--- src/rtl/alu_rr_arbiter.sv ---
// Two-requester round-robin front end for one shared combinational ALU.
// Operands are registered into the ALU and its result is registered back out.
module alu_rr_arbiter #(
  parameter int DATA_W = 32,
  parameter int OP_W   = 4,
  parameter int CNT_W  = 16
) (
  input  logic              clk,
  input  logic              rst_n,
  input  logic              req0_valid,
  output logic              req0_ready,
  input  logic [DATA_W-1:0] req0_a,
  input  logic [DATA_W-1:0] req0_b,
  input  logic [OP_W-1:0]   req0_op,
  input  logic              req1_valid,
  output logic              req1_ready,
  input  logic [DATA_W-1:0] req1_a,
  input  logic [DATA_W-1:0] req1_b,
  input  logic [OP_W-1:0]   req1_op,
  output logic              rsp0_valid,
  input  logic              rsp0_ready,
  output logic [DATA_W-1:0] rsp0_res,
  output logic              rsp0_zero,
  output logic              rsp1_valid,
  input  logic              rsp1_ready,
  output logic [DATA_W-1:0] rsp1_res,
  output logic              rsp1_zero,
  output logic [DATA_W-1:0] alu_a,
  output logic [DATA_W-1:0] alu_b,
  output logic [OP_W-1:0]   alu_op,
  input  logic [DATA_W-1:0] alu_res,
  input  logic              alu_zero,
  output logic [CNT_W-1:0]  op_cnt
);

  typedef enum logic [1:0] {
    IDLE = 2'd0,
    EXEC = 2'd1,
    RESP = 2'd2
  } state_e;

  state_e              state_q, state_d;
  logic                last_grant_q, last_grant_d;
  logic                owner_q, owner_d;
  logic [DATA_W-1:0]   alu_a_q, alu_a_d;
  logic [DATA_W-1:0]   alu_b_q, alu_b_d;
  logic [OP_W-1:0]     alu_op_q, alu_op_d;
  logic [DATA_W-1:0]   res_q, res_d;
  logic                zero_q, zero_d;
  logic                rsp0_valid_q, rsp0_valid_d;
  logic                rsp1_valid_q, rsp1_valid_d;
  logic [CNT_W-1:0]    op_cnt_q, op_cnt_d;

  logic any_req;
  logic grant;
  logic accept;
  logic rsp_fire;

  // With both requesting, the one not served last wins; otherwise the lone requester.
  always_comb begin
    any_req    = req0_valid | req1_valid;
    grant      = (req0_valid && req1_valid) ? ~last_grant_q : req1_valid;
    req0_ready = (state_q == IDLE) && any_req && (grant == 1'b0);
    req1_ready = (state_q == IDLE) && any_req && (grant == 1'b1);
    accept     = (req0_valid && req0_ready) || (req1_valid && req1_ready);
    rsp_fire   = (rsp0_valid_q && rsp0_ready) || (rsp1_valid_q && rsp1_ready);
  end

  always_comb begin
    state_d      = state_q;
    last_grant_d = last_grant_q;
    owner_d      = owner_q;
    alu_a_d      = alu_a_q;
    alu_b_d      = alu_b_q;
    alu_op_d     = alu_op_q;
    res_d        = res_q;
    zero_d       = zero_q;
    rsp0_valid_d = rsp0_valid_q;
    rsp1_valid_d = rsp1_valid_q;
    op_cnt_d     = op_cnt_q;
    case (state_q)
      IDLE: begin
        if (accept) begin
          owner_d  = grant;
          alu_a_d  = grant ? req1_a  : req0_a;
          alu_b_d  = grant ? req1_b  : req0_b;
          alu_op_d = grant ? req1_op : req0_op;
          state_d  = EXEC;
        end
      end
      EXEC: begin
        res_d        = alu_res;
        zero_d       = alu_zero;
        rsp0_valid_d = ~owner_q;
        rsp1_valid_d = owner_q;
        state_d      = RESP;
      end
      RESP: begin
        if (rsp_fire) begin
          rsp0_valid_d = 1'b0;
          rsp1_valid_d = 1'b0;
          last_grant_d = owner_q;
          op_cnt_d     = op_cnt_q + CNT_W'(1);
          state_d      = IDLE;
        end
      end
      default: begin
        state_d = IDLE;
      end
    endcase
  end

  // last_grant resets to 1 so requester 0 wins the first contended cycle.
  always_ff @(posedge clk or negedge rst_n) begin
    if (!rst_n) begin
      state_q      <= IDLE;
      last_grant_q <= 1'b1;
      owner_q      <= 1'b0;
      alu_a_q      <= '0;
      alu_b_q      <= '0;
      alu_op_q     <= '0;
      res_q        <= '0;
      zero_q       <= 1'b0;
      rsp0_valid_q <= 1'b0;
      rsp1_valid_q <= 1'b0;
      op_cnt_q     <= '0;
    end else begin
      state_q      <= state_d;
      last_grant_q <= last_grant_d;
      owner_q      <= owner_d;
      alu_a_q      <= alu_a_d;
      alu_b_q      <= alu_b_d;
      alu_op_q     <= alu_op_d;
      res_q        <= res_d;
      zero_q       <= zero_d;
      rsp0_valid_q <= rsp0_valid_d;
      rsp1_valid_q <= rsp1_valid_d;
      op_cnt_q     <= op_cnt_d;
    end
  end

  assign alu_a      = alu_a_q;
  assign alu_b      = alu_b_q;
  assign alu_op     = alu_op_q;
  assign rsp0_valid = rsp0_valid_q;
  assign rsp1_valid = rsp1_valid_q;
  assign rsp0_res   = res_q;
  assign rsp1_res   = res_q;
  assign rsp0_zero  = zero_q;
  assign rsp1_zero  = zero_q;
  assign op_cnt     = op_cnt_q;

  // Structural invariants of the arbiter: one grant and one response owner at most.
  a_one_ready : assert property (@(posedge clk) disable iff (!rst_n) !(req0_ready && req1_ready));
  a_one_rsp   : assert property (@(posedge clk) disable iff (!rst_n) !(rsp0_valid_q && rsp1_valid_q));

endmodule

--- config.mk ---
export PLATFORM = sky130hd
export DESIGN_NAME = alu_rr_arbiter
export DESIGN_NICKNAME = d
export VERILOG_FILES = /design/src/rtl/alu_rr_arbiter.sv
export SDC_FILE = /design/constraint.sdc
export NUM_CORES = 1
export LEC_CHECK = 0
export ABC_AREA = 1
export CAP_MARGIN = 20
export CORE_UTILIZATION = 25
export CTS_CLUSTER_DIAMETER = 30
export CTS_CLUSTER_SIZE = 30
export DETAILED_ROUTE_END_ITERATION = 16
export GPL_TIMING_DRIVEN = 0
export PLACE_DENSITY_LB_ADDON = 0.12
export REMOVE_ABC_BUFFERS = 1
export SYNTH_ARGS = -nofsm -noshare
export SYNTH_HDL_FRONTEND = slang
export SYNTH_SLANG_ARGS = --single-unit
--- constraint.sdc ---
create_clock -name clk -period 1.2 [get_ports clk]
set_input_delay 0.18 -clock clk [delete_from_list [all_inputs] [get_ports clk]]
set_output_delay 0.18 -clock clk [all_outputs]
set_load 0.02 [all_outputs]
After elaboration in Yosys (flattened, before gate mapping)
Cells that the tools add are included.
Storage, ports and cells
  register bits after elaboration: 123
  bits of input ports: 175
Cells by class
  add/sub/neg operators: 1
  equal/unequal tests: 4
  multiplexer cells: 10
  bitwise logic cells: 4
  reductions and logical operators: 16
Operator list (number)
  $mux 32: 2
  $add 16x1->16 const B: 1
  $logic_and 1x1->1: 8
  $reduce_and 2->1: 4
  $pmux 2 s3: 1
  $mux 2: 2
  $mux 4: 1
  $ne 2x2->1 const B: 2
  $pmux 1 s2: 2
  $not 1->1: 3
  $eq 2x1->1 const B: 1
  $eq 2x2->1 const B: 1
  $logic_not 2->1: 1
  $logic_or 1x1->1: 2
  $mux 1: 2
  $reduce_bool 2->1: 1
  $or 1x1->1: 1

Longest topological paths before layout
  word-level depth: 8
  mapped depth: 8
  gate-level depth less buffers: 8

Least setup slack after synthesis
No wires, ideal clock.
  kind: reg2reg
  start point: reg op_cnt_q[0], in the netlist op_cnt[0]
  end point: reg op_cnt_q[10], in the netlist op_cnt[10]
  library setup time: 130 ps
  arrival time: 1311 ps
  data required time: 1070 ps
  setup slack: -242 ps
  cell stages (with the launch flop): 8
  path buffers: 0
  period minus slack after synthesis: 1442 ps
  cells stage by stage: dfrtp_1 ha_1 inv_1 nor2_1 nand2_1 nor2_2 nand2_1 xnor2_1
Between the ends
  word-level cells in the longest chain between the ends: 1
Ends and longest elaborated chain
  start, declared: RTL line 52  | logic [CNT_W-1:0] op_cnt_q, op_cnt_d;
  start signal, assigned: RTL line 138  | op_cnt_q <= op_cnt_d;
  $add 16x1->16: RTL line 103  | op_cnt_d = op_cnt_q + CNT_W'(1);
Every way passes these cells.
A chain may end at the register's enable or synchronous reset.

Worst setup path in the final report
  start point: reg last_grant_q
  end point: out req0_ready
Between the ends
  word-level cells in the longest chain between the ends: 4
Ends and longest elaborated chain
  start, declared: RTL line 43  | logic last_grant_q, last_grant_d;
  start signal, assigned: RTL line 129  | last_grant_q <= last_grant_d;
  $not 1->1: RTL line 62  | grant = (req0_valid && req1_valid) ? ~last_grant_q : req1_valid;
  $mux 1: RTL line 62
  $not 1->1: RTL line 63  | req0_ready = (state_q == IDLE) && any_req && (grant == 1'b0);
  $logic_and 1x1->1: RTL line 63
  end, declared: RTL line 11  | output logic req0_ready,
Every way passes these cells.

==> impl_metrics.csv <==
group,metric,value,unit
final_layout,area_growth,81.8,%
placement,hpwlAfterDp,13.2,mm
setup_path,cp-start-kind,"flip-flop",
placement,place_congestion,0.750,
die,pin_count,329,
die,dieHeight,150,um
sta,fin_crit,1.73,ns
route,ant_nets,0,
pwr,switching_share,42.9,%
run,max_cap_viol_count,0,
sta,skew,0.0122,ns
global_route,antenna_found_initial,2,
route,num_vias,5721,
sta,min_period_over_period,144,%
clock_network,cts-root-buf,"clkbuf_16",
sta,worst_slack,-0.526,ns
synth,syn_area,5500,um2
placement,placed_cell_area,8900,um2
run_status,violations,"setup timing",
clock_network,cts.sinks,123,
route,wl_per_cell,16.3,um
setup_path,required,1.02,ns
route,drtPass1Iterations,4,
clock_network,cts_buffer_depth,2,
final_layout,fin_area,10000,um2
sta,final-hold-violation-count,0,
route,drtIter0Drc,170,
route,routed_wl,21.5,mm
synth,yosysSeqAreaShare,56.0,%
pwr,leakagePower,4.93,nW
route,drc_errors,0,
clock_network,cts_made_buffers,17,
synth,synth_cell_types,22,
global_route,grt.total_usage,18.8,%
sta,drv_slew,0,
setup_path,crit_arrival,1.55,ns
synth,avgSynthCellArea,8.21,um2
clock_network,clk_latency,0.43,ns
setup_path,cp_max_fo,2,
final_layout,drive_gt1_share,30.2,%
synth,synth_cells,670,
synth,yosys_warnings,0,
hold_path,hold_class,"input pin to async pin",
clock_network,cts_tree,"yes",
pwr,peakVddDrop,1090,uV
die,core-area,21300,um2
die,start_util,25.8,%
sta,fmax,0.579,GHz
pwr,power.total,27.0,mW
pwr,pwr_density_cell,2700,nW/um2
pwr,p_switching,11.6,mW
global_route,grt_max_degree,68,
final_layout,diodes,0,
setup_path,end_kind,"output port",
sta,fin_setup_tns,-33.79,ns
global_route,overflow,0,
run_status,outcome,"complete, but fails checks",
pwr,p_comb_share,53.6,%
placement,port_buffers,328,
pwr,clkPwrFrac,19.4,%
sta,slew_headroom,61.7,%
die,die_x,150,um
final_layout,nNetsFinal,1211,
setup_path,critical_path_class,"flip-flop to output port",
die,die-area,22600,um2
pwr,seq_power_share,27.0,%
global_route,grt_pass1_wl,31.5,mm
sta,setup_violations,124,
die,fp-row-count,53,
sta,rsz0062_at_grt,"true",
route,avgViaCountPerCell,4.32,
pwr,internal_power,15.4,mW
clock_network,cts.clk_slew.worst_paths,0.06,ns
sta,worst_pin_slew,0.575,ns
synth,ys_ff_latch,123,
clock_network,cts_htree_levels,4,
global_route,grt_pass1_vias,5652,
area by class of cell:
| type | count | area, um2 |
|---|---|---|
| clock buffer | 18 | 429 |
| clock inverter | 14 | 159 |
| fill | 2085 | 11300 |
| inverter | 19 | 95.1 |
| multi-input combinational | 469 | 2140 |
| sequential | 123 | 3090 |
| tap | 275 | 344 |
| timing repair buffer | 403 | 3720 |
| timing repair inverter | 2 | 25.0 |
stage by stage:
step | utilization [%] | worst slack [ns] | hold WS, ns | std cells
2_1_floorplan | - | -1.27 | -0.116 | 609
3_5_place_dp | 41.8 | -1.55 | 0.186 | 1218
3_3_place_gp | 41.0 | -5.41 | 0.434 | 1212
5_1_grt | 47.0 | -0.581 | 0.278 | 1323
4_1_cts | 45.4 | -0.552 | 0.273 | 1308
6_report | 47.0 | -0.526 | 0.284 | 1323
state kept, by name, indices dropped and copies added, names as in the netlist:
name          count
alu_a            32
alu_b            32
alu_op            4
last_grant_q      1
op_cnt           16
owner_q           1
rsp0_res         32
rsp0_valid        1
rsp0_zero         1
rsp1_valid        1
state_q           2
power by group through the flow:
stage | logic, mW | registers (mW) | clock network [mW]
after floorplan | 3.25 | 10.1 | 0
after global placement | 12.6 | 7.31 | 0
after detailed placement | 13.2 | 7.34 | 0
after CTS | 13.6 | 7.26 | 5.34
after global routing | 15.6 | 7.53 | 5.54
final | 14.5 | 7.29 | 5.24
final timing paths:
| kind | slack [ns] | from | to | cells past startpoint |
|---|---|---|---|---|
| worst max-delay path | -0.53 | last_grant_q | req0_ready | 5 |
| worst min-delay path | 0.28 | rst_n | alu_a[3] | 2 |
| worst max register to register | -0.47 | last_grant_q | alu_b[26] | 9 |
| worst min register to register | 0.45 | owner_q | rsp0_valid | 1 |
| max in group asynchronous | 0.13 | rst_n | rsp0_res[8] | 3 |
| min in group clk | 0.29 | alu_res[7] | rsp0_res[7] | 3 |
kinds of logic (layout without fill, tap and decap cells):
kind of cell	after synthesis	count (layout)	synth area share, %
buffers and inverters	80	456	8.42
flip-flops	123	123	56.0
XOR/XNOR	10	10	1.59
AND/OR/NAND/NOR	447	448	32.8
AO/OA/AOI/OAI	9	10	1.00
adder cells (fa/ha/maj)	1	1	0.227
Yosys cell counts:
master / instances / area [um2]
nand2_1: 344 / 1290
nor2_2: 3 / 18.8
buf_4: 37 / 278
o21ai_0: 4 / 20.0
ha_1: 1 / 12.5
clkbuf_1: 10 / 37.5
o21ai_2: 1 / 8.76
a21boi_2: 1 / 11.3
buf_2: 13 / 65.1
inv_1: 16 / 60.1
dfstp_2: 1 / 26.3
nor2_4: 1 / 11.3
inv_2: 3 / 11.3
nor3_1: 1 / 5.00
xor2_1: 7 / 61.3
nand4_1: 6 / 37.5
dfrtp_1: 122 / 3050
nor2_1: 17 / 63.8
buf_6: 1 / 11.3
xnor2_1: 3 / 26.3
nand3_1: 75 / 375
a21oi_1: 3 / 15.0
routing by layer:
metal / part of all wire, % / GRT usage (%)
met1: 42 / 22.5
met2: 49 / 31.8
met3: 6.2 / 5.45
met4: 2.6 / 7.37
met5: 0.13 / 0
repair_timing:
action,in CTS,in global routing
setup endpoints to repair,276,182
endpoints found under the hold margin,55,0
cloned,12,6
pin swaps,20,7
hold buffers,1,0
resized for setup,721,45
setup buffers,45,10
cell usage in the layout (no fill, tap or decap), types with 3 or more instances in the layout:
| master | netlist | final |
|---|---|---|
| nand2_1 | 344 | 326 |
| clkdlybuf4s50_1 | 0 | 171 |
| buf_2 | 13 | 140 |
| dfrtp_1 | 122 | 115 |
| nand3_1 | 75 | 72 |
| buf_4 | 37 | 30 |
| buf_6 | 1 | 25 |
| clkbuf_16 | 0 | 23 |
| nand2_2 | 0 | 15 |
| inv_1 | 16 | 13 |
| buf_16 | 0 | 13 |
| nor2_4 | 1 | 9 |
| nor2_1 | 17 | 9 |
| buf_12 | 0 | 9 |
| xor2_1 | 7 | 7 |
| inv_6 | 0 | 7 |
| dfrtp_2 | 0 | 7 |
| nand4_1 | 6 | 6 |
| buf_8 | 0 | 6 |
| inv_2 | 3 | 4 |
| nor2_2 | 3 | 4 |
| nand2_4 | 0 | 3 |
| a21oi_2 | 0 | 3 |
| nand3_2 | 0 | 3 |
| xnor2_1 | 3 | 3 |
critical path, cell delays in order (launching register included):
cell and delay [ns]:
dfstp_2 0.55, a21boi_4 0.07, buf_6 0.13, nor2_4 0.12, clkbuf_16 0.15, buf_8 0.10
No activity file was read; power rests on OpenSTA's default activity.
